==> src/rtl/riscv_dmem_store_buffer_if_pkg.sv <==
// Shared definitions for the data-memory store-buffer interface:
// FSM state encoding, word-offset constant and default widths.
package riscv_dmem_pkg;

  localparam int WORD_OFS     = 2;
  localparam int DEF_ADDR_W   = 12;
  localparam int DEF_DATA_W   = 32;
  localparam int DEF_SB_DEPTH = 4;

  typedef enum logic [1:0] {
    IDLE       = 2'd0,
    LOAD_WAIT  = 2'd1,
    DRAIN_WAIT = 2'd2
  } dmem_state_e;

endpackage

==> src/rtl/riscv_dmem_store_buffer_if_if.sv <==
// Word-access data port shared by the core side and the memory side.
// The requester drives re/we/fence/addr/wdata; the responder returns
// rdata and stall. The memory side never uses fence.
interface dmem_port_if
  import riscv_dmem_pkg::*;
#(
  parameter int ADDR_W = DEF_ADDR_W,
  parameter int DATA_W = DEF_DATA_W
);
  logic              re;
  logic              we;
  logic              fence;
  logic [ADDR_W-1:0] addr;
  logic [DATA_W-1:0] wdata;
  logic [DATA_W-1:0] rdata;
  logic              stall;

  modport master (
    output re, we, fence, addr, wdata,
    input  rdata, stall
  );

  modport slave (
    input  re, we, fence, addr, wdata,
    output rdata, stall
  );

endinterface

==> src/rtl/riscv_dmem_store_buffer_if_sb.sv <==
// Circular store buffer of {word address, data} with a valid vector.
// Provides head-entry outputs for draining and a youngest-match lookup
// for load forwarding. SB_DEPTH must be a power of two and >= 2 so the
// pointers wrap naturally.
module dmem_store_buffer
  import riscv_dmem_pkg::*;
#(
  parameter int ADDR_W   = DEF_ADDR_W,
  parameter int DATA_W   = DEF_DATA_W,
  parameter int SB_DEPTH = DEF_SB_DEPTH,
  localparam int PTR_W   = $clog2(SB_DEPTH),
  localparam int CNT_W   = PTR_W + 1,
  localparam int WA_W    = ADDR_W - WORD_OFS
) (
  input  logic              clk,
  input  logic              rst_n,
  input  logic              enq,
  input  logic [WA_W-1:0]   enq_waddr,
  input  logic [DATA_W-1:0] enq_data,
  input  logic              deq,
  output logic              full,
  output logic              empty,
  output logic [CNT_W-1:0]  count,
  output logic [WA_W-1:0]   head_waddr,
  output logic [DATA_W-1:0] head_data,
  input  logic [WA_W-1:0]   lk_waddr,
  output logic              lk_hit,
  output logic [DATA_W-1:0] lk_data
);

  logic [WA_W-1:0]   waddr_q [SB_DEPTH];
  logic [DATA_W-1:0] data_q  [SB_DEPTH];
  logic [SB_DEPTH-1:0] valid_q;
  logic [PTR_W-1:0]  head_q;
  logic [PTR_W-1:0]  tail_q;
  logic [CNT_W-1:0]  count_q;
  logic [PTR_W-1:0]  scan_idx;
  logic              do_enq;
  logic              do_deq;

  assign full       = (count_q == CNT_W'(SB_DEPTH));
  assign empty      = (count_q == '0);
  assign count      = count_q;
  assign head_waddr = waddr_q[head_q];
  assign head_data  = data_q[head_q];

  // A full buffer may still accept when the head leaves in the same cycle.
  assign do_enq = enq && (!full || deq);
  assign do_deq = deq && !empty;

  // Entry payload: written at the tail, no reset needed.
  always_ff @(posedge clk) begin
    if (do_enq) begin
      waddr_q[tail_q] <= enq_waddr;
      data_q[tail_q]  <= enq_data;
    end
  end

  // Pointers, occupancy and valid bits.
  always_ff @(posedge clk or negedge rst_n) begin
    if (!rst_n) begin
      head_q  <= '0;
      tail_q  <= '0;
      count_q <= '0;
      valid_q <= '0;
    end else begin
      if (do_deq) begin
        head_q          <= head_q + PTR_W'(1);
        valid_q[head_q] <= 1'b0;
      end
      if (do_enq) begin
        tail_q          <= tail_q + PTR_W'(1);
        valid_q[tail_q] <= 1'b1;
      end
      case ({do_enq, do_deq})
        2'b10:   count_q <= count_q + CNT_W'(1);
        2'b01:   count_q <= count_q - CNT_W'(1);
        default: count_q <= count_q;
      endcase
    end
  end

  // Scan oldest to youngest so the youngest matching entry wins.
  always_comb begin
    lk_hit   = 1'b0;
    lk_data  = '0;
    scan_idx = head_q;
    for (int i = 0; i < SB_DEPTH; i++) begin
      scan_idx = head_q + PTR_W'(i);
      if (valid_q[scan_idx] && (waddr_q[scan_idx] == lk_waddr)) begin
        lk_hit  = 1'b1;
        lk_data = data_q[scan_idx];
      end
    end
  end

endmodule

==> src/rtl/riscv_dmem_store_buffer_if.sv <==
// Data-memory interface between the single-cycle core and the cached
// data memory. Stores are posted into a store buffer, loads are forwarded
// from it when possible, and the buffer drains to memory in the
// background. Loads take priority over draining; at most one memory
// request is outstanding.
module riscv_dmem_store_buffer_if
  import riscv_dmem_pkg::*;
#(
  parameter int ADDR_W   = DEF_ADDR_W,
  parameter int DATA_W   = DEF_DATA_W,
  parameter int SB_DEPTH = DEF_SB_DEPTH,
  localparam int CNT_W   = $clog2(SB_DEPTH) + 1,
  localparam int WA_W    = ADDR_W - WORD_OFS
) (
  input  logic          clk,
  input  logic          reset,
  dmem_port_if.slave    core,
  dmem_port_if.master   mem
);

  dmem_state_e       state_q;
  logic [ADDR_W-1:0] ld_addr_q;

  logic              sb_full;
  logic              sb_empty;
  logic [CNT_W-1:0]  sb_count;
  logic [WA_W-1:0]   sb_head_waddr;
  logic [DATA_W-1:0] sb_head_data;
  logic              sb_hit;
  logic [DATA_W-1:0] sb_hit_data;
  logic              sb_enq;
  logic              sb_deq;

  logic              in_idle;
  logic              ld_req;
  logic              ld_issue;
  logic              dr_issue;
  logic              rd_act;
  logic              wr_act;
  logic              ld_stall;
  logic              st_stall;
  logic              fn_stall;

  dmem_store_buffer #(
    .ADDR_W   (ADDR_W),
    .DATA_W   (DATA_W),
    .SB_DEPTH (SB_DEPTH)
  ) u_sb (
    .clk        (clk),
    .rst_n      (reset),
    .enq        (sb_enq),
    .enq_waddr  (core.addr[ADDR_W-1:WORD_OFS]),
    .enq_data   (core.wdata),
    .deq        (sb_deq),
    .full       (sb_full),
    .empty      (sb_empty),
    .count      (sb_count),
    .head_waddr (sb_head_waddr),
    .head_data  (sb_head_data),
    .lk_waddr   (core.addr[ADDR_W-1:WORD_OFS]),
    .lk_hit     (sb_hit),
    .lk_data    (sb_hit_data)
  );

  // Request selection, stall generation and the forwarding mux.
  always_comb begin
    in_idle  = (state_q == IDLE);
    ld_req   = core.re && !sb_hit;
    ld_issue = in_idle && ld_req;
    dr_issue = in_idle && !ld_req && !sb_empty;
    rd_act   = ld_issue || (state_q == LOAD_WAIT);
    wr_act   = dr_issue || (state_q == DRAIN_WAIT);
    sb_deq   = wr_act && !mem.stall;

    // An unforwarded load waits out a drain, then waits on memory.
    ld_stall = ld_req && ((state_q == DRAIN_WAIT) || mem.stall);
    st_stall = core.we && sb_full && !sb_deq;
    fn_stall = core.fence && ((sb_count != '0) || !in_idle);
    sb_enq   = core.we && !st_stall;

    mem.fence  = 1'b0;
    mem.re     = 1'b0;
    mem.we     = 1'b0;
    mem.addr   = '0;
    mem.wdata  = '0;
    core.rdata = '0;
    core.stall = 1'b0;

    // Outputs are held quiet while reset is asserted.
    if (reset) begin
      if (rd_act) begin
        mem.re   = 1'b1;
        mem.addr = in_idle ? core.addr : ld_addr_q;
      end else if (wr_act) begin
        mem.we    = 1'b1;
        mem.addr  = {sb_head_waddr, {WORD_OFS{1'b0}}};
        mem.wdata = sb_head_data;
      end
      if (core.re) begin
        core.rdata = sb_hit ? sb_hit_data : mem.rdata;
      end
      core.stall = ld_stall || st_stall || fn_stall;
    end
  end

  // Load address captured at issue so the stalled request stays stable.
  always_ff @(posedge clk) begin
    if (ld_issue) begin
      ld_addr_q <= core.addr;
    end
  end

  // Outstanding-request FSM.
  always_ff @(posedge clk or negedge reset) begin
    if (!reset) begin
      state_q <= IDLE;
    end else begin
      case (state_q)
        IDLE: begin
          if (ld_issue && mem.stall) begin
            state_q <= LOAD_WAIT;
          end else if (dr_issue && mem.stall) begin
            state_q <= DRAIN_WAIT;
          end
        end
        LOAD_WAIT: begin
          if (!mem.stall) begin
            state_q <= IDLE;
          end
        end
        DRAIN_WAIT: begin
          if (!mem.stall) begin
            state_q <= IDLE;
          end
        end
        default: state_q <= IDLE;
      endcase
    end
  end

endmodule
==> src/flat_wrapper.sv <==
// flat-port wrapper written by rule: the top's interface ports become plain ports
module riscv_dmem_store_buffer_if_flat import riscv_dmem_pkg::*;
#(
  parameter int ADDR_W   = DEF_ADDR_W,
  parameter int DATA_W   = DEF_DATA_W,
  parameter int SB_DEPTH = DEF_SB_DEPTH,
  localparam int CNT_W   = $clog2(SB_DEPTH) + 1,
  localparam int WA_W    = ADDR_W - WORD_OFS
)
  (clk, reset, core_re, core_we, core_fence, core_addr, core_wdata, core_rdata, core_stall, mem_re, mem_we, mem_fence, mem_addr, mem_wdata, mem_rdata, mem_stall);
  dmem_port_if #(.ADDR_W(ADDR_W), .DATA_W(DATA_W)) core_i ();
  dmem_port_if #(.ADDR_W(ADDR_W), .DATA_W(DATA_W)) mem_i ();
  input  logic clk;
  input  logic reset;
  input wire logic [$bits(core_i.re)-1:0] core_re;
  input wire logic [$bits(core_i.we)-1:0] core_we;
  input wire logic [$bits(core_i.fence)-1:0] core_fence;
  input wire logic [$bits(core_i.addr)-1:0] core_addr;
  input wire logic [$bits(core_i.wdata)-1:0] core_wdata;
  output wire logic [$bits(core_i.rdata)-1:0] core_rdata;
  output wire logic [$bits(core_i.stall)-1:0] core_stall;
  output wire logic [$bits(mem_i.re)-1:0] mem_re;
  output wire logic [$bits(mem_i.we)-1:0] mem_we;
  output wire logic [$bits(mem_i.fence)-1:0] mem_fence;
  output wire logic [$bits(mem_i.addr)-1:0] mem_addr;
  output wire logic [$bits(mem_i.wdata)-1:0] mem_wdata;
  input wire logic [$bits(mem_i.rdata)-1:0] mem_rdata;
  input wire logic [$bits(mem_i.stall)-1:0] mem_stall;
  assign core_i.re = core_re;
  assign core_i.we = core_we;
  assign core_i.fence = core_fence;
  assign core_i.addr = core_addr;
  assign core_i.wdata = core_wdata;
  assign core_rdata = core_i.rdata;
  assign core_stall = core_i.stall;
  assign mem_re = mem_i.re;
  assign mem_we = mem_i.we;
  assign mem_fence = mem_i.fence;
  assign mem_addr = mem_i.addr;
  assign mem_wdata = mem_i.wdata;
  assign mem_i.rdata = mem_rdata;
  assign mem_i.stall = mem_stall;
  riscv_dmem_store_buffer_if #(.ADDR_W(ADDR_W), .DATA_W(DATA_W), .SB_DEPTH(SB_DEPTH)) u_core (.clk(clk), .reset(reset), .core(core_i), .mem(mem_i));
endmodule
==> config.mk <==
export PLATFORM = sky130hd
export DESIGN_NAME = riscv_dmem_store_buffer_if_flat
export DESIGN_NICKNAME = d
export VERILOG_FILES = /design/src/rtl/riscv_dmem_store_buffer_if_pkg.sv /design/src/rtl/riscv_dmem_store_buffer_if_if.sv /design/src/rtl/riscv_dmem_store_buffer_if_sb.sv /design/src/rtl/riscv_dmem_store_buffer_if.sv /design/src/flat_wrapper.sv
export SDC_FILE = /design/constraint.sdc
export NUM_CORES = 1
export LEC_CHECK = 0
export CORE_ASPECT_RATIO = 0.75
export CORE_UTILIZATION = 55
export DETAILED_ROUTE_END_ITERATION = 12
export GPL_ROUTABILITY_DRIVEN = 1
export PLACE_DENSITY = 0.81
export SYNTH_ARGS = -nofsm -noshare
export SYNTH_HDL_FRONTEND = slang
export SYNTH_SLANG_ARGS = --single-unit
==> constraint.sdc <==
create_clock -name clk -period 10.11 [get_ports clk]
set_clock_uncertainty 0.1 [all_clocks]
set_input_delay 1.011 -clock clk [delete_from_list [all_inputs] [get_ports clk]]
set_output_delay 1.011 -clock clk [all_outputs]
set_load 0.005 [all_outputs]
# ---- Word-level counts from Yosys, hierarchy flattened
# Memory sizes are Yosys's and may differ from the RTL's.
# Cells that the tools add are included.
dict set report word_totals {
  ram_bits 168
  in_bits 82
  output_inout_bits 80
  wordCells 121
  regBits 25
  n_memories 2
}
dict set report classes {
  n_mux 45
  n_lt_le_gt_ge 7
  addsub 6
  n_bitwise 3
  reduce_logical 41
  n_eq_ne 11
}
# memory words width rd rd_clocked_by_memory_dff wr line
set mem_list {}
lappend mem_list {u_core.u_sb.data_q 4 32 4 0 1 riscv_dmem_store_buffer_if_sb.sv:32} ;# logic [DATA_W-1:0] data_q [SB_DEPTH];
lappend mem_list {u_core.u_sb.waddr_q 4 10 4 0 1 riscv_dmem_store_buffer_if_sb.sv:31} ;# logic [WA_W-1:0] waddr_q [SB_DEPTH];
# cell count
set ops {}
lappend ops {{32-bit 2-to-1 mux} 10}
lappend ops {{12-bit 2-to-1 mux} 4}
lappend ops {{10-bit == test} 4}
lappend ops {{1-bit logical AND} 20}
lappend ops {{1-bit 2-to-1 mux} 18}
lappend ops {{2-bit by 3-bit < comparator with 1-bit output (second input constant)} 5}
lappend ops {{1-bit binary-select mux with 2-bit select} 4}
lappend ops {{1-bit zero test} 8}
lappend ops {{4-bit 2-to-1 mux} 2}
lappend ops {{1-bit logical OR} 7}
lappend ops {{2-bit 2-to-1 mux} 3}
lappend ops {{3-bit case mux with 2 select lines} 1}
lappend ops {{2-bit by 1-bit adder with 2-bit output (second input constant)} 2}
lappend ops {{2-bit adder (second input constant)} 2}
lappend ops {{4-bit AND} 1}
lappend ops {{1-bit demux with 2-bit select} 2}
lappend ops {{2-bit by 1-bit == test with 1-bit output (second input constant)} 2}
lappend ops {{2-bit == test (second input constant)} 2}
lappend ops {{2-bit by 1-bit >= comparator with 1-bit output (second input constant)} 2}
lappend ops {{4-bit inverter} 1}
lappend ops {{4-bit bitwise OR} 1}
lappend ops {{2-bit case mux with 2 select lines} 1}
lappend ops {{3-bit by 1-bit adder with 3-bit output (second input constant)} 1}
lappend ops {{3-bit == test (second input constant)} 1}
lappend ops {{other kinds (9)} 9}

# ---- Longest topological paths before layout
# Gate-level depths: netlist of run 1.
dict set report logic_depth {
  ltp_word 21
  ltp_mapped 25
  mapped_depth_nobuf 16
}

# ---- By module
# From an unflattened synthesis of run 1, not the netlist that was laid out.
dict set report unflattened {
  cells_unflattened 977
  area_unflattened_um2 13669.4
}
# mod area_per_inst_um2 seq_area_each_um2 cells_each instances
set by_module_without_submodules {}
lappend by_module_without_submodules {dmem_store_buffer 12035.3 5320.1 782 1}
lappend by_module_without_submodules {riscv_dmem_store_buffer_if 1634.1 410.4 195 1}

# ---- Worst setup path before layout of run 1
# No wires, ideal clock.
dict set report synth_path {
  path_type {register -> register}
  from {register u_core.u_sb.head_q[1]}
  to {memory u_core.u_sb.data_q[0][0] (netlist bit), enable pin}
  t_arrival_ps 4994
  stages_incl_launch_ff 20
  setup_time_ps 404
  setup_slack_ps 4613
  path_buffers 9
  period_less_slack_ps 5497
  required_ps 9606
  path_cell_list {dfrtp_1 > buf_4 > buf_4 > buf_4 > clkbuf_1 > buf_1 > inv_1 > ha_1 > buf_6 > buf_6 > buf_6 > mux2i_1 > xnor2_1 > o32ai_1 > nand4_1 > o31ai_1 > o41a_1 > o31a_1 > buf_4 > and2_1}
}
dict set report synth_between {
  elab_chain_len 21
  elab_cells_between_ends 39
  cone_classes {add/sub: 3; eq/ne: 4; mux: 14; reduce/logical: 17; memory: 1}
}
# item line
set synth_rtl {}
lappend synth_rtl {{start, declared} riscv_dmem_store_buffer_if_sb.sv:34} ;# logic [PTR_W-1:0] head_q;
lappend synth_rtl {{start signal, assigned} riscv_dmem_store_buffer_if_sb.sv:68} ;# head_q <= head_q + PTR_W'(1);
lappend synth_rtl {{2-bit by 1-bit adder with 2-bit output, or another cell as far along} riscv_dmem_store_buffer_if_sb.sv:89} ;# scan_idx = head_q + PTR_W'(i);
lappend synth_rtl {{memory 4 x 10 bit, or another cell as far along} --}
lappend synth_rtl {{10-bit == test, or another cell as far along} riscv_dmem_store_buffer_if_sb.sv:90} ;# if (valid_q[scan_idx] && (waddr_q[scan_idx] == lk_waddr)) begin
lappend synth_rtl {{1-bit logical AND or 1-bit 2-to-1 mux (tied branches)} riscv_dmem_store_buffer_if_sb.sv:90}
lappend synth_rtl {{1-bit 2-to-1 mux (2 in series)} riscv_dmem_store_buffer_if_sb.sv:90}
lappend synth_rtl {{1-bit 2-to-1 mux *} riscv_dmem_store_buffer_if_sb.sv:90}
lappend synth_rtl {{1-bit zero test *} riscv_dmem_store_buffer_if.sv:68} ;# ld_req = core.re && !sb_hit;
lappend synth_rtl {{1-bit logical AND *} riscv_dmem_store_buffer_if.sv:68}
lappend synth_rtl {{[... 4 more ...]} --}
lappend synth_rtl {{1-bit logical AND *} riscv_dmem_store_buffer_if.sv:73} ;# sb_deq = wr_act && !mem.stall;
lappend synth_rtl {{1-bit zero test} riscv_dmem_store_buffer_if.sv:77} ;# st_stall = core.we && sb_full && !sb_deq;
lappend synth_rtl {{1-bit logical AND} riscv_dmem_store_buffer_if.sv:77}
lappend synth_rtl {{1-bit zero test} riscv_dmem_store_buffer_if.sv:79} ;# sb_enq = core.we && !st_stall;
lappend synth_rtl {{1-bit logical AND} riscv_dmem_store_buffer_if.sv:79}
lappend synth_rtl {{1-bit logical AND *} riscv_dmem_store_buffer_if_sb.sv:48} ;# assign do_enq = enq && (!full || deq);
lappend synth_rtl {{1-bit 2-to-1 mux *} riscv_dmem_store_buffer_if_sb.sv:53} ;# if (do_enq) begin
lappend synth_rtl {{1-bit 2-to-1 mux (implied by the code) *} riscv_dmem_store_buffer_if_sb.sv:55} ;# data_q[tail_q] <= enq_data;
lappend synth_rtl {{end, declared} riscv_dmem_store_buffer_if_sb.sv:32}
# Mark *: on every way between the ends. The rest lies on a longest branch, timed or not. The select of a mux whose other input is x is not followed.

# ---- Final worst setup path of run 1
dict set report layout_path {
  from {register u_core.u_sb.head_q[0]}
  to {output port mem_addr[6]}
}
dict set report layout_between {
  elab_chain_len 16
  elab_cells_between_ends 35
  cone_classes {add/sub: 3; eq/ne: 4; mux: 15; reduce/logical: 12; memory: 1}
}
# item line
set layout_rtl {}
lappend layout_rtl {{2-bit by 1-bit adder with 2-bit output, or another cell as far along} riscv_dmem_store_buffer_if_sb.sv:89}
lappend layout_rtl {{memory 4 x 10 bit, or another cell as far along} --}
lappend layout_rtl {{10-bit == test, or another cell as far along} riscv_dmem_store_buffer_if_sb.sv:90}
lappend layout_rtl {{1-bit logical AND or 1-bit 2-to-1 mux (tied branches)} riscv_dmem_store_buffer_if_sb.sv:90}
lappend layout_rtl {{1-bit 2-to-1 mux (3 in series)} riscv_dmem_store_buffer_if_sb.sv:90}
lappend layout_rtl {{1-bit zero test} riscv_dmem_store_buffer_if.sv:68}
lappend layout_rtl {{1-bit logical AND} riscv_dmem_store_buffer_if.sv:68}
lappend layout_rtl {{1-bit zero test} riscv_dmem_store_buffer_if.sv:70} ;# dr_issue = in_idle && !ld_req && !sb_empty;
lappend layout_rtl {{1-bit logical AND (2 in series)} riscv_dmem_store_buffer_if.sv:70}
lappend layout_rtl {{1-bit logical OR} riscv_dmem_store_buffer_if.sv:72} ;# wr_act = dr_issue || (state_q == DRAIN_WAIT);
lappend layout_rtl {{12-bit 2-to-1 mux} riscv_dmem_store_buffer_if.sv:94} ;# end else if (wr_act) begin
lappend layout_rtl {{12-bit 2-to-1 mux *} riscv_dmem_store_buffer_if.sv:91} ;# if (rd_act) begin
lappend layout_rtl {{12-bit 2-to-1 mux *} riscv_dmem_store_buffer_if.sv:90} ;# if (reset) begin
lappend layout_rtl {{end, declared} flat_wrapper.sv:25} ;# output wire logic [$bits(mem_i.addr)-1:0] mem_addr;
# Marks and branches as above.

==> results summary, run 1 <==
The final hold violation count came to 0. In this run the core area contains 48 standard-cell rows. The post-route fraction of the period consumed by the critical path is 74.5%.

In this run the clock root is driven by a sky130_fd_sc_hd__clkbuf_16. The number of synthesized register bits came out at 193. Of all nets on the critical path, the largest fanout is 60.

The switching power is 0.00165 W. The total setup violations reported at the end of the flow came out at 0. The count of unique library cells instantiated by Yosys is 61. The share of synthesized registers carrying an async set or reset is 6.74%.

The worst ir drop on vdd came out at 0.198 mV. The start point of the worst hold path is u_core.u_sb.count[2]$_DFFE_PN0P_. The post-route netlist has 22.1% of its cells at a drive strength greater than 1. In this run the power density over the cells is 282 nW/um^2.

The final critical path time including I/O delays and setup is 7.53 ns. In the global route stage, overall resource usage came out at 26.9%. The count of mapped cells out of synthesis is 943. The critical path starts at u_core.u_sb.head_q[0]$_DFFE_PN0N_.

After detailed routing, no signal wire sits above met4. The critical path goes through inv_1 -> ha_4 -> mux2i_1 -> xnor2_1 -> nor3_1 -> a31oi_1 -> o31ai_1 -> nor3_2 -> buf_4 -> a31oi_4 -> mux2i_1 -> clkdlybuf4s50_1. The initial antenna violation count is 2.

Setup total negative slack on the finished layout was measured at 0 ns. The worst min-delay path class is flop to flop. Buffers inserted to repair hold after CTS numbered 0. The post-synthesis cell area came out at 13200 um^2.

Clock-pin slew was measured on the worst setup and hold paths at 0.08 ns. At the end of routability-driven placement, the weighted congestion stood at 0.899. The synthesized design contains 180 enable-type register cells. The delay of the slowest critical-path stage came out at 1.05 ns. The number of global-route vias before repair is 8904. For this design, the slowest cell found on the critical path is sky130_fd_sc_hd__ha_4. The run finished with clean final reports. The count of maximum capacitance violations is 0. The power share of the clock group is 15.4%. The part of the power in combinational logic is 55.4%.

The effective utilization at floorplan is 56.7%. The top-level port count is 162. The clock reaches the later pin of the worst-skew pair after 0.44 ns. The routed wire length on met3 is 3.02 mm. The average wire per standard cell is 23.7 um. The layout-stage area growth over the synthesis result is 16.8%. The total placed instance area came out at 14800 um^2.

The overflow left after global routing came out at 0. After clock tree synthesis, the repair step resized 0 gates. The quantity of I/O buffers inserted on ports came out at 160.

STA classifies the critical path endpoint as a primary output. The biggest area consumer among synthesized cells is sky130_fd_sc_hd__edfxtp_1. The detailed router's first-iteration violation count came out at 1007.

Yosys printed 0 warnings. The floorplan step set the die width to 181 um. Ranked by total cell area, the synthesized netlist is headed by sky130_fd_sc_hd__edfxtp_1 41%, sky130_fd_sc_hd__mux4_2 26%, sky130_fd_sc_hd__mux2i_1 3.7%, sky130_fd_sc_hd__a221o_1 2.5%, sky130_fd_sc_hd__dfrtp_1 2.5%.

The first TritonRoute pass finished after 5 iterations. The detail-routed via count per cell is 6.76. The critical path start-end classification is flop to primary output. The arrival time of the worst setup path came out at 6.42 ns.

The die span in y is 136 um. The maximum root-to-sink buffer count came out at 2. The net switching share of the total power came out at 37.9%. The number of max-slew violations in the final report is 0. The core outline area is 23200 um^2.

TritonCTS built the clock tree. The actual slew at the worst max-slew pin is 1.10 ns. The relative contribution of sequential cells to total power is 29.2%. The DRC violation count after routing came out at 0. The worst setup path is launched from a flop. The wire length on met1 is 13.3 mm. In the detailed route, the total length drawn on met2 is 15.1 mm.

The data required time of the critical path is 9.00 ns. The number of buffers inserted during clock tree synthesis is 17. Cell internal power was estimated by the tool at 0.00270 W. At the end of the flow, the number of nets in the layout was 1143.

The via count came out at 9201. The HPWL after detailed placement came out at 21.0 mm. The post-route cell area came out at 15400 um^2.

The routed design has 32.2 mm of wire. The wire length of the first global-routing pass is 50.7 mm. The worst max-slew margin expressed relative to the limit is 26.7%. Counting every sink on the clock net gives 193. The final antenna-violating net count is 0. CTS built an H-tree with a depth of 4. The synthesized net count is 1038. The share of the synthesized area in the top cell type came out at 41.0%.

The cell repeated most along the worst path is sky130_fd_sc_hd__mux2i_1. The sequential cell area fraction in the yosys report is 43.5%. The pin count of the biggest net entering global routing came out at 76. The reg-to-reg critical path startpoint is u_core.u_sb.head_q[0]$_DFFE_PN0N_.

The peak clock frequency supported by timing came out at 0.133 GHz. The number of setup buffers added after CTS came out at 0. The die area is 24600 um^2. The leading register cell type out of synthesis is sky130_fd_sc_hd__edfxtp_1. Setup repair after global routing left no endpoint under its margin.

The reported leakage power is 5.31 nW. The per-instance average area after synthesis came out at 14.0 um^2.
## cell usage after synthesis, drive strengths merged, types with 4 or more instances
cell,count
clkbuf,28
a22o,5
o21ai,4
nand3,4
nor3,10
buf,60
mux4,153
xnor2,33
and2,37
inv,46
mux2,14
a22oi,32
nor2b,5
xor2,21
edfxtp,180
nor2,44
a21oi,36
ha,12
o211ai,5
a221o,33
nand2,67
mux2i,49
dfrtp,13
nand4,6
## cells by family (layout without fill, tap and decap cells)
kind of cell    count (synthesis)  count (layout)  synth area share (%)
mux                           216             216                  31.1
flops                         193             193                  43.5
simple gates                  189             189                  6.97
compound gates                143             143                  8.51
buf+inv                       134             252                  5.09
xor+xnor                       54              54                  3.59
fa+ha+maj                      13              13                  1.29
other cells                     1               2                0.0284
## power by group through the flow
stage / sequential, W / combinational (W) / clock, W
final: 0.00127 / 0.00241 / 0.000669
after global routing: 0.00129 / 0.00259 / 0.000708
after CTS: 0.00126 / 0.00242 / 0.000675
after detailed placement: 0.00128 / 0.00240 / 0
after global placement: 0.00126 / 0.00237 / 0
after floorplan: 0.00118 / 0.00197 / 0
## registers in the layout (all words and copies together), names as in the netlist
signal               flops
u_core.u_sb.count        3
u_core.u_sb.data_q     128
u_core.u_sb.waddr_q     40
u_core.ld_addr_q        12
u_core.u_sb.tail_q       2
u_core.u_sb.head_q       2
u_core.u_sb.valid_q      4
u_core.state_q           2
## stage by stage
stage          power [W]  util [%]  setup WS (ns)  hold slack, ns  std cells
2_1_floorplan    0.00314         -           4.61           0.394        943
3_3_place_gp     0.00363      63.7           3.19           0.430       1329
3_5_place_dp     0.00368      63.7           3.07           0.420       1329
4_1_cts          0.00436      66.2           2.57           0.431       1361
5_1_grt          0.00459      66.2           2.02           0.467       1361
6_report         0.00435      66.2           2.58           0.437       1362
## critical path: cells and delay by family, from the launching register on
family	cells	cell delay, ns
flip-flops	1	0.81
AO/OA/AOI/OAI	3	1.05
AND/OR/NAND/NOR	2	0.82
adder cells (fa/ha/maj)	1	1.05
buffers and inverters	3	1.44
XOR/XNOR	1	0.16
multiplexers	2	0.58
## per-layer routing
layer / vias up / global-route usage, %
li1: 3989 / -
met1: 4612 / 37.7
met2: 526 / 41.1
met3: 74 / 6.46
met4: 0 / 10.4
met5: - / 0
## final timing paths
check | slack, ns | cells past startpoint | to
setup / recovery | 2.58 | 12 | mem_addr[6]
hold / removal | 0.44 | 1 | u_core.u_sb.count[2]$_DFFE_PN0P_
setup reg to reg | 3.86 | 10 | u_core.u_sb.waddr_q[1][3]$_DFFE_PP_
hold reg to reg | 0.44 | 1 | u_core.u_sb.count[2]$_DFFE_PN0P_
max in group asynchronous | 8.75 | 2 | u_core.u_sb.head_q[1]$_DFFE_PN0N_
min in group asynchronous | 0.85 | 2 | u_core.u_sb.count[2]$_DFFE_PN0P_
## cells in the final DEF, fill, tap and decap left out, types with 14 or more instances in the layout
| master | instances |
|---|---|
| sky130_fd_sc_hd__xor2_1 | 21 |
| sky130_fd_sc_hd__inv_1 | 46 |
| sky130_fd_sc_hd__a22oi_1 | 32 |
| sky130_fd_sc_hd__mux4_2 | 153 |
| sky130_fd_sc_hd__xnor2_1 | 33 |
| sky130_fd_sc_hd__a221o_1 | 33 |
| sky130_fd_sc_hd__buf_4 | 14 |
| sky130_fd_sc_hd__and2_1 | 32 |
| sky130_fd_sc_hd__mux2_2 | 14 |
| sky130_fd_sc_hd__nand2_1 | 67 |
| sky130_fd_sc_hd__edfxtp_1 | 180 |
| sky130_fd_sc_hd__nor2_1 | 44 |
| sky130_fd_sc_hd__mux2i_1 | 49 |
| sky130_fd_sc_hd__a21oi_1 | 36 |
| sky130_fd_sc_hd__clkbuf_16 | 17 |
| sky130_fd_sc_hd__clkdlybuf4s50_1 | 160 |
## layout make-up
cell class	count	area, um^2
clock inverter	15	155
sequential	193	5740
fill	1599	7850
tap	300	375
antenna	1	2.50
clock buffer	17	425
multi-input combinational	616	6820
timing repair buffer	174	1710
inverter	46	173
Note: power is estimated with default switching activity, not from simulation.
==> inputs of run 2 (changes only) <==
--- a/config.mk
+++ b/config.mk
@@ -6,10 +6,10 @@
 export NUM_CORES = 1
 export LEC_CHECK = 0
 export CORE_ASPECT_RATIO = 0.75
-export CORE_UTILIZATION = 55
+export CORE_UTILIZATION = 52
 export DETAILED_ROUTE_END_ITERATION = 12
 export GPL_ROUTABILITY_DRIVEN = 1
-export PLACE_DENSITY = 0.81
+export PLACE_DENSITY = 0.8
 export SYNTH_ARGS = -nofsm -noshare
 export SYNTH_HDL_FRONTEND = slang
 export SYNTH_SLANG_ARGS = --single-unit
==> constraint.sdc (replaced) <==
create_clock -name clk -period 6.04 [get_ports clk]
set_clock_uncertainty 0.1 [all_clocks]
set_input_delay 0.604 -clock clk [delete_from_list [all_inputs] [get_ports clk]]
set_output_delay 0.604 -clock clk [all_outputs]
set_load 0.005 [all_outputs]
==> run 2 against run 1 <==
Cell count rose by 3.4%. Sequential share of layout area fell by 0.48 points. Global-route usage fell by 0.82 points. Worst setup slack got worse by 2.1 ns. Critical endpoint is now mem_addr[8]. Highest routed layer unchanged. Die area rose by 5.7%.
==> results summary, run 2 (synthesis results as in run 1) <==
The detail-routed via count per cell is 6.58 (-2.6%). The worst ir drop on vdd came out at 0.325 mV (+64%). Counting stages on the worst path, the most repeated cell is sky130_fd_sc_hd__mux2i_1. The global routing usage summed across all routing layers is 26.1% (-0.82 points). The flip-flop count of the largest register after layout came out at 128 (unchanged). The number of hold-repair buffers added at the cts stage is 0 (unchanged).

The die span in y came out at 140 um (+2.8%). The cell area power density came to 472 nW/um^2 (+67%). The power share of the clock group is 15.4% (about the same). The DRC violation count after routing came out at 0 (unchanged).

The final hold violation count is 0 (unchanged). The largest registers in the layout are u_core.u_sb.data_q (128), u_core.u_sb.waddr_q (40), u_core.ld_addr_q (12). The final-layout worst hold slack is 0.444 ns (+0.00695 ns). The switching power is 0.00276 W (+67%). The number of nets in the layout came out at 1152 (+0.79%). The delay of the slowest critical-path stage is 0.61 ns (-0.44 ns).

The number of max-slew violations in the final report came out at 0 (unchanged). The clock-pin slew reported for the worst setup and hold paths after clock tree synthesis is 0.08 ns (about the same). The routability-driven placement congestion ratio is 0.831 (-7.6%).

The number of placed instances, taps included is 1376 (+3.5%). The area of the multi-input gates is 6820 um^2 (about the same). The post-layout instance count excluding filler cells is 1408 (+3.4%).

In the layout the commonest cells are 180 x sky130_fd_sc_hd__edfxtp_1, 160 x sky130_fd_sc_hd__clkdlybuf4s50_1, 153 x sky130_fd_sc_hd__mux4_2. The die area is 26000 um^2 (+5.7%). The number of setup buffers added after CTS is 0 (unchanged). The total setup violations reported at the end of the flow came out at 0 (unchanged). TritonCTS built the clock tree.

The net switching share of the total power came to 37.5% (-0.40 points). The worst setup path is captured at a primary output. The arrival time of the worst setup path came to 4.83 ns (-1.59 ns). The quantity of gates resized following cts is 0 (unchanged).

The actual slew at the worst max-slew pin came out at 0.994 ns (-0.105 ns). The reported leakage power came out at 5.37 nW (+1.2%). The wire length of the first global-routing pass is 51.3 mm (+1.4%). The relative contribution of sequential cells to total power came out at 27.6% (-1.6 points). The tree is rooted in a sky130_fd_sc_hd__clkbuf_16. The data required time of the critical path is 5.34 ns (-3.66 ns). The core outline area came out at 24900 um^2 (+7.1%). The layout-stage area growth over the synthesis result came out at 18.3%.

The cell type group with the largest total delay on the critical path is compound AO/OA/AOI/OAI gates. The critical path goes through inv_1 -> ha_4 -> buf_4 -> mux2i_1 -> xnor2_1 -> o32ai_1 -> nand4_1 -> o31ai_1 -> nor3_2 -> a31oi_4 -> mux2i_1 -> clkdlybuf4s50_1. The combined flip-flop and latch cell area came to 5740 um^2 (unchanged).

The total routed wirelength is 33.0 mm (+2.4%). The count of maximum capacitance violations is 0 (unchanged). The most flop-heavy register is u_core.u_sb.data_q. The clock insertion delay at the later pin of the skew report was 0.44 ns (about the same). The number of buffers inserted during clock tree synthesis came out at 17 (unchanged). The share of cells above drive strength 1 was 22.7% (+0.56 points).

The tightest min-delay check is of the input port to async pin type. The worst path uses 91.6% of the clock period. The horizontal extent of the die is 186 um (+2.8%). The internal portion of total power came to 0.00460 W (+70%). The worst setup path is of the flop to primary output kind.

The top-level port count is 162 (unchanged). The number of global-route vias before repair is 8984 (+0.90%). The effective utilization at floorplan is 52.9% (-3.8 points). The number of placement rows is 50 (+4.2%).

The H-tree depth is 4 (unchanged). The number of fill cells came out at 1867 (+17%). The peak fanout along the critical path was 31 (-48%). The worst-path cell with the longest stage delay is sky130_fd_sc_hd__ha_4. The final antenna-violating net count came out at 0 (unchanged).

The overflow left after global routing is 0 (unchanged). The detailed-routing iteration count for the pre-antenna-repair pass is 7 (+2). The HPWL after detailed placement came out at 21.2 mm (+0.96%). Counting I/O delays and the setup requirement, the final critical path takes 5.53 ns. The worst max-slew margin expressed relative to the limit is 33.6% (+6.9 points). The part of the power in combinational logic is 57.0% (+1.6 points). The maximum root-to-sink buffer count is 2 (unchanged). The initial antenna violation count came to 0 (-2). The pin count of the biggest net entering global routing came out at 114 (+50%). STA classifies the critical path startpoint as a flop. Setup repair after global routing left no endpoint under its margin. The sum of negative setup slack is 0 ns (unchanged). The quantity of I/O buffers inserted on ports came out at 160 (unchanged). The count of antenna diodes in the layout came out at 0 (-1).

The average wire per standard cell was 23.4 um (-0.98%). The detailed router's first-iteration violation count is 945 (-6.2%). The total number of clock tree sinks came out at 193 (unchanged). The fraction of the core area covered by cells at the end of the flow came out at 62.6% (-3.6 points). The peak clock frequency supported by timing came out at 0.181 GHz. The count of buffer and inverter cells on the critical path is 3 (unchanged). The run finished with clean final reports. The most common cell after layout, fill and taps aside is sky130_fd_sc_hd__edfxtp_1. The via count is 9262 (+0.66%).

The overall power of the completed layout is 0.00735 W (+69%).
run 2: final timing paths:
path / cells after the start / end / slack (ns) / from
min in group clk: 1 / u_core.u_sb.count[2]$_DFFE_PN0P_ / 0.44 / u_core.u_sb.count[2]$_DFFE_PN0P_
max in group asynchronous: 2 / u_core.u_sb.head_q[1]$_DFFE_PN0N_ / 5.10 / reset
hold reg to reg: 1 / u_core.u_sb.count[2]$_DFFE_PN0P_ / 0.44 / u_core.u_sb.count[2]$_DFFE_PN0P_
hold / removal: 2 / u_core.state_q[0]$_DFFE_PN0P_ / 0.44 / reset
setup reg to reg: 11 / u_core.u_sb.data_q[3][1]$_DFFE_PP_ / 0.84 / u_core.u_sb.head_q[1]$_DFFE_PN0N_
setup / recovery: 12 / mem_addr[8] / 0.51 / u_core.u_sb.head_q[0]$_DFFE_PN0N_
run 2: power by group through the flow:
stage	registers, W	clock network [W]	logic [W]
3_5_place_dp	0.00204	0	0.00418
3_3_place_gp	0.00202	0	0.00411
5_1_grt	0.00206	0.00119	0.00452
6_report	0.00203	0.00113	0.00419
4_1_cts	0.00202	0.00115	0.00422
2_1_floorplan	0.00197	0	0.00329
run 2: layout make-up:
type | instances | share of cell area [%]
multi-input combinational | 616 | 43.7
sequential | 193 | 36.8
timing repair buffer | 183 | 11.9
clock buffer | 17 | 2.73
tap | 338 | 2.71
inverter | 46 | 1.11
clock inverter | 15 | 1.09
run 2: worst reg2reg max path, stage by stage (launching register included):
cell and delay (ns):
sky130_fd_sc_hd__dfrtp_4 0.40, sky130_fd_sc_hd__buf_4 0.63, sky130_fd_sc_hd__buf_4 0.72, sky130_fd_sc_hd__mux2i_1 0.18, sky130_fd_sc_hd__a211oi_1 0.24, sky130_fd_sc_hd__a21oi_1 0.13
sky130_fd_sc_hd__or3_1 0.40, sky130_fd_sc_hd__a2111oi_2 0.58, sky130_fd_sc_hd__o41a_1 0.28, sky130_fd_sc_hd__o31a_1 0.40, sky130_fd_sc_hd__and2_2 0.47, sky130_fd_sc_hd__buf_12 0.32
run 2: per-stage QoR:
step | worst slack [ns] | cell area [um^2]
finish | 0.507 | 15600
global route | 0.130 | 15600
CTS | 0.416 | 15600
detailed placement | 0.901 | 15000
global placement | 0.904 | 15000
floorplan | 0.543 | 13200
run 2: metal layers:
layer	track usage, %	part of all wire [%]
met5	0	0
met4	6.08	1.1
met3	4.92	9.9
met2	40.9	48
met1	38.0	41
==> inputs of run 3 (changes only) <==
--- a/config.mk
+++ b/config.mk
@@ -6,10 +6,12 @@
 export NUM_CORES = 1
 export LEC_CHECK = 0
 export CORE_ASPECT_RATIO = 0.75
-export CORE_UTILIZATION = 52
+export CORE_UTILIZATION = 53
+export CTS_BUF_LIST = sky130_fd_sc_hd__clkbuf_4
 export DETAILED_ROUTE_END_ITERATION = 12
 export GPL_ROUTABILITY_DRIVEN = 1
-export PLACE_DENSITY = 0.8
+export PLACE_DENSITY = 0.82
+export SLEW_MARGIN = 15
 export SYNTH_ARGS = -nofsm -noshare
 export SYNTH_HDL_FRONTEND = slang
 export SYNTH_SLANG_ARGS = --single-unit
==> run 3 against run 2 <==
First-iteration DRC count is 8.5% higher. Hold slack worse by 0.19 ns. Via count increased by 2.2%. Utilization rose by 0.97 points. Critical endpoint is now mem_wdata[29]. Global-route usage up 0.15 points. Final area decreased by 1.2%. Worst setup slack worse by 0.22 ns. Largest power group unchanged. Sequential share of layout area grew 0.46 points. Power fell by 3.7%. Sequential power is essentially flat.
==> results summary, run 3 (synthesis results as in run 1) <==
The peak fanout along the critical path came out at 33 (+6.5%). The critical path start-end classification is flop to primary output. The reported leakage power is 5.29 nW (-1.5%). Ranked by flip-flop count, first place goes to u_core.u_sb.data_q. The final-layout worst hold slack came out at 0.254 ns (-0.189 ns). The worst max-slew margin expressed relative to the limit was 42.9% (+9.3 points).

The count of maximum capacitance violations came out at 0 (unchanged). The quantity of gates resized following cts is 0 (unchanged). The horizontal extent of the die came out at 184 um (-0.94%). The core outline area is 24200 um^2 (-2.7%). The number of nets in the layout is 1156 (+0.35%). The clock-pin slew reported for the worst setup and hold paths after clock tree synthesis came to 0.18 ns (+0.10 ns). The startpoint identified for the worst register-to-register timing path is u_core.u_sb.head_q[0]$_DFFE_PN0N_. Setup repair after global routing left no endpoint under its margin. The total setup violations reported at the end of the flow came out at 0 (unchanged). The number of global-route vias before repair came out at 9186 (+2.2%). The number of placement rows came out at 49 (-2.0%). The actual slew at the worst max-slew pin was 0.857 ns (-0.138 ns).

The worst setup path is captured at a primary output. The effective utilization at floorplan is 54.4% (+1.5 points). The detailed router's first-iteration violation count is 1025 (+8.5%).

TritonCTS built the clock tree. The clock insertion delay at the later pin of the skew report came to 0.60 ns (+0.16 ns). The routability-driven placement congestion ratio was 0.892 (+7.4%). The run finished with clean final reports. The flip-flop count of the largest register after layout is 128 (unchanged). The arrival time of the worst setup path is 5.05 ns (+0.22 ns).

The launch point of the worst path is u_core.u_sb.head_q[0]$_DFFE_PN0N_. The top-level port count came out at 162 (unchanged). The total number of clock tree sinks was 193 (unchanged). The die span in y is 139 um (-0.93%). In this run the clock root is driven by a sky130_fd_sc_hd__clkbuf_4. The pin count of the biggest net entering global routing came out at 170 (+49%). The post-route fraction of the period consumed by the critical path came out at 95.2% (+3.6 points). Leaving out fill and tap cells, the most frequent cell in the layout is sky130_fd_sc_hd__edfxtp_1. The wire length of the first global-routing pass is 51.3 mm (about the same). The average wire per standard cell came out at 23.8 um (+1.5%).

The number of buffers inserted during clock tree synthesis is 17 (unchanged). The via count came to 9466 (+2.2%). The die area came out at 25500 um^2 (-1.9%).

The cell area power density came out at 460 nW/um^2 (-2.5%). The fraction of the core area covered by cells at the end of the flow came out at 63.6% (+0.97 points). The data required time of the critical path came to 5.34 ns (about the same).

The number of max-slew violations in the final report was 0 (unchanged). The HPWL after detailed placement was 21.6 mm (+1.9%). The detail-routed via count per cell is 6.73 (+2.3%).

In the final layout, the registers with the most flip-flops are u_core.u_sb.data_q (128), u_core.u_sb.waddr_q (40), u_core.ld_addr_q (12). The peak clock frequency supported by timing is 0.174 GHz (-3.8%). The DRC violation count after routing is 0 (unchanged). STA classifies the critical path startpoint as a flop.

The final hold violation count is 0 (unchanged). The share of cells above drive strength 1 is 23.1% (+0.38 points). Compared with the post-synthesis result, the final layout area differs by 16.9%. The worst hold path belongs to the class input port to async pin.

The global routing usage summed across all routing layers is 26.3% (+0.15 points). The final antenna-violating net count came out at 0 (unchanged). The worst ir drop on vdd was 0.315 mV (-3.1%). The total routed wirelength came to 33.4 mm (+1.4%). The initial antenna violation count was 1 (+1).

The overflow left after global routing is 0 (unchanged). The sum of negative setup slack is 0 ns (unchanged). The maximum root-to-sink buffer count is 2 (unchanged). The H-tree depth is 4 (unchanged). The quantity of I/O buffers inserted on ports came out at 160 (unchanged). The detailed-routing iteration count for the pre-antenna-repair pass is 6 (-1).

The final critical path time including I/O delays and setup came out at 5.75 ns (+0.219 ns). In the layout the commonest cells are 180 x sky130_fd_sc_hd__edfxtp_1, 160 x sky130_fd_sc_hd__clkdlybuf4s50_1, 153 x sky130_fd_sc_hd__mux4_2.
-- run 3: cell count changes in the layout (fill, tap and decap cells not counted), moves of 2 or more --
cell                        change
sky130_fd_sc_hd__clkinv_8       +2
sky130_fd_sc_hd__clkbuf_16     -15
sky130_fd_sc_hd__clkbuf_4      +17
sky130_fd_sc_hd__clkinv_4       -2
-- run 3: metal layers --
layer	vias to the layer above	global-route usage [%]	part of all wire, %
li1	4007	-	-
met1	4779	38.9	40
met2	627	40.5	48
met3	53	5.07	10
met4	0	5.96	1.6
met5	-	0	0
-- run 3: stage by stage --
stage	setup WS (ns)	total power, W	std cells	area (um^2)
after floorplan	0.543	0.00526	943	13200
final	0.288	0.00708	1406	15400
after global placement	0.806	0.00613	1369	15000
after CTS	0.0469	0.00698	1401	15300
after detailed placement	0.738	0.00624	1369	15000
after global routing	0.0454	0.00746	1406	15400
-- run 3: cell type report --
type	count	area, um^2
antenna	1	2.50
clock buffer	17	128
clock inverter	15	188
fill	1727	8810
inverter	46	173
multi-input combinational	616	6820
sequential	193	5740
tap	331	414
timing repair buffer	187	1940
-- run 3: where the power goes --
part           switching, W  internal [W]  leakage, nW
Clock              0.000512      0.000232        0.166
Sequential         0.000232       0.00179         1.80
Combinational       0.00205       0.00227         3.32
-- run 3: worst paths after layout --
check | to | depth (start not counted) | slack [ns]
worst max-delay path | mem_wdata[29] | 12 | 0.29
worst min-delay path | u_core.u_sb.count[2]$_DFFE_PN0P_ | 2 | 0.25
worst max register to register | u_core.u_sb.waddr_q[2][3]$_DFFE_PP_ | 11 | 1.33
worst min register to register | u_core.u_sb.count[0]$_DFFE_PN0P_ | 1 | 0.46
max in group asynchronous | u_core.u_sb.tail_q[1]$_DFFE_PN0N_ | 2 | 5.29
min in group clk | u_core.u_sb.count[0]$_DFFE_PN0P_ | 1 | 0.46
-- run 3: worst max-delay path, cell delays in order, from the launching register on --
cell                              delay, ns
sky130_fd_sc_hd__dfrtp_4               0.46
sky130_fd_sc_hd__inv_1                 0.09
sky130_fd_sc_hd__ha_4                  0.47
sky130_fd_sc_hd__mux4_2                0.56
sky130_fd_sc_hd__xnor2_1               0.25
sky130_fd_sc_hd__nand4_1               0.29
sky130_fd_sc_hd__o31ai_1               0.42
sky130_fd_sc_hd__nor3_2                0.13
sky130_fd_sc_hd__buf_4                 0.26
sky130_fd_sc_hd__a311oi_4              0.33
sky130_fd_sc_hd__buf_4                 0.41
sky130_fd_sc_hd__and2_1                0.25
sky130_fd_sc_hd__clkdlybuf4s50_1       0.51
-- run 3: what timing repair did --
action / CTS / global route
buffers inserted: 0 / 1
endpoints found under the hold margin: 0 / 0
endpoints found under the setup margin: 0 / 66
hold buffers: 0 / 0
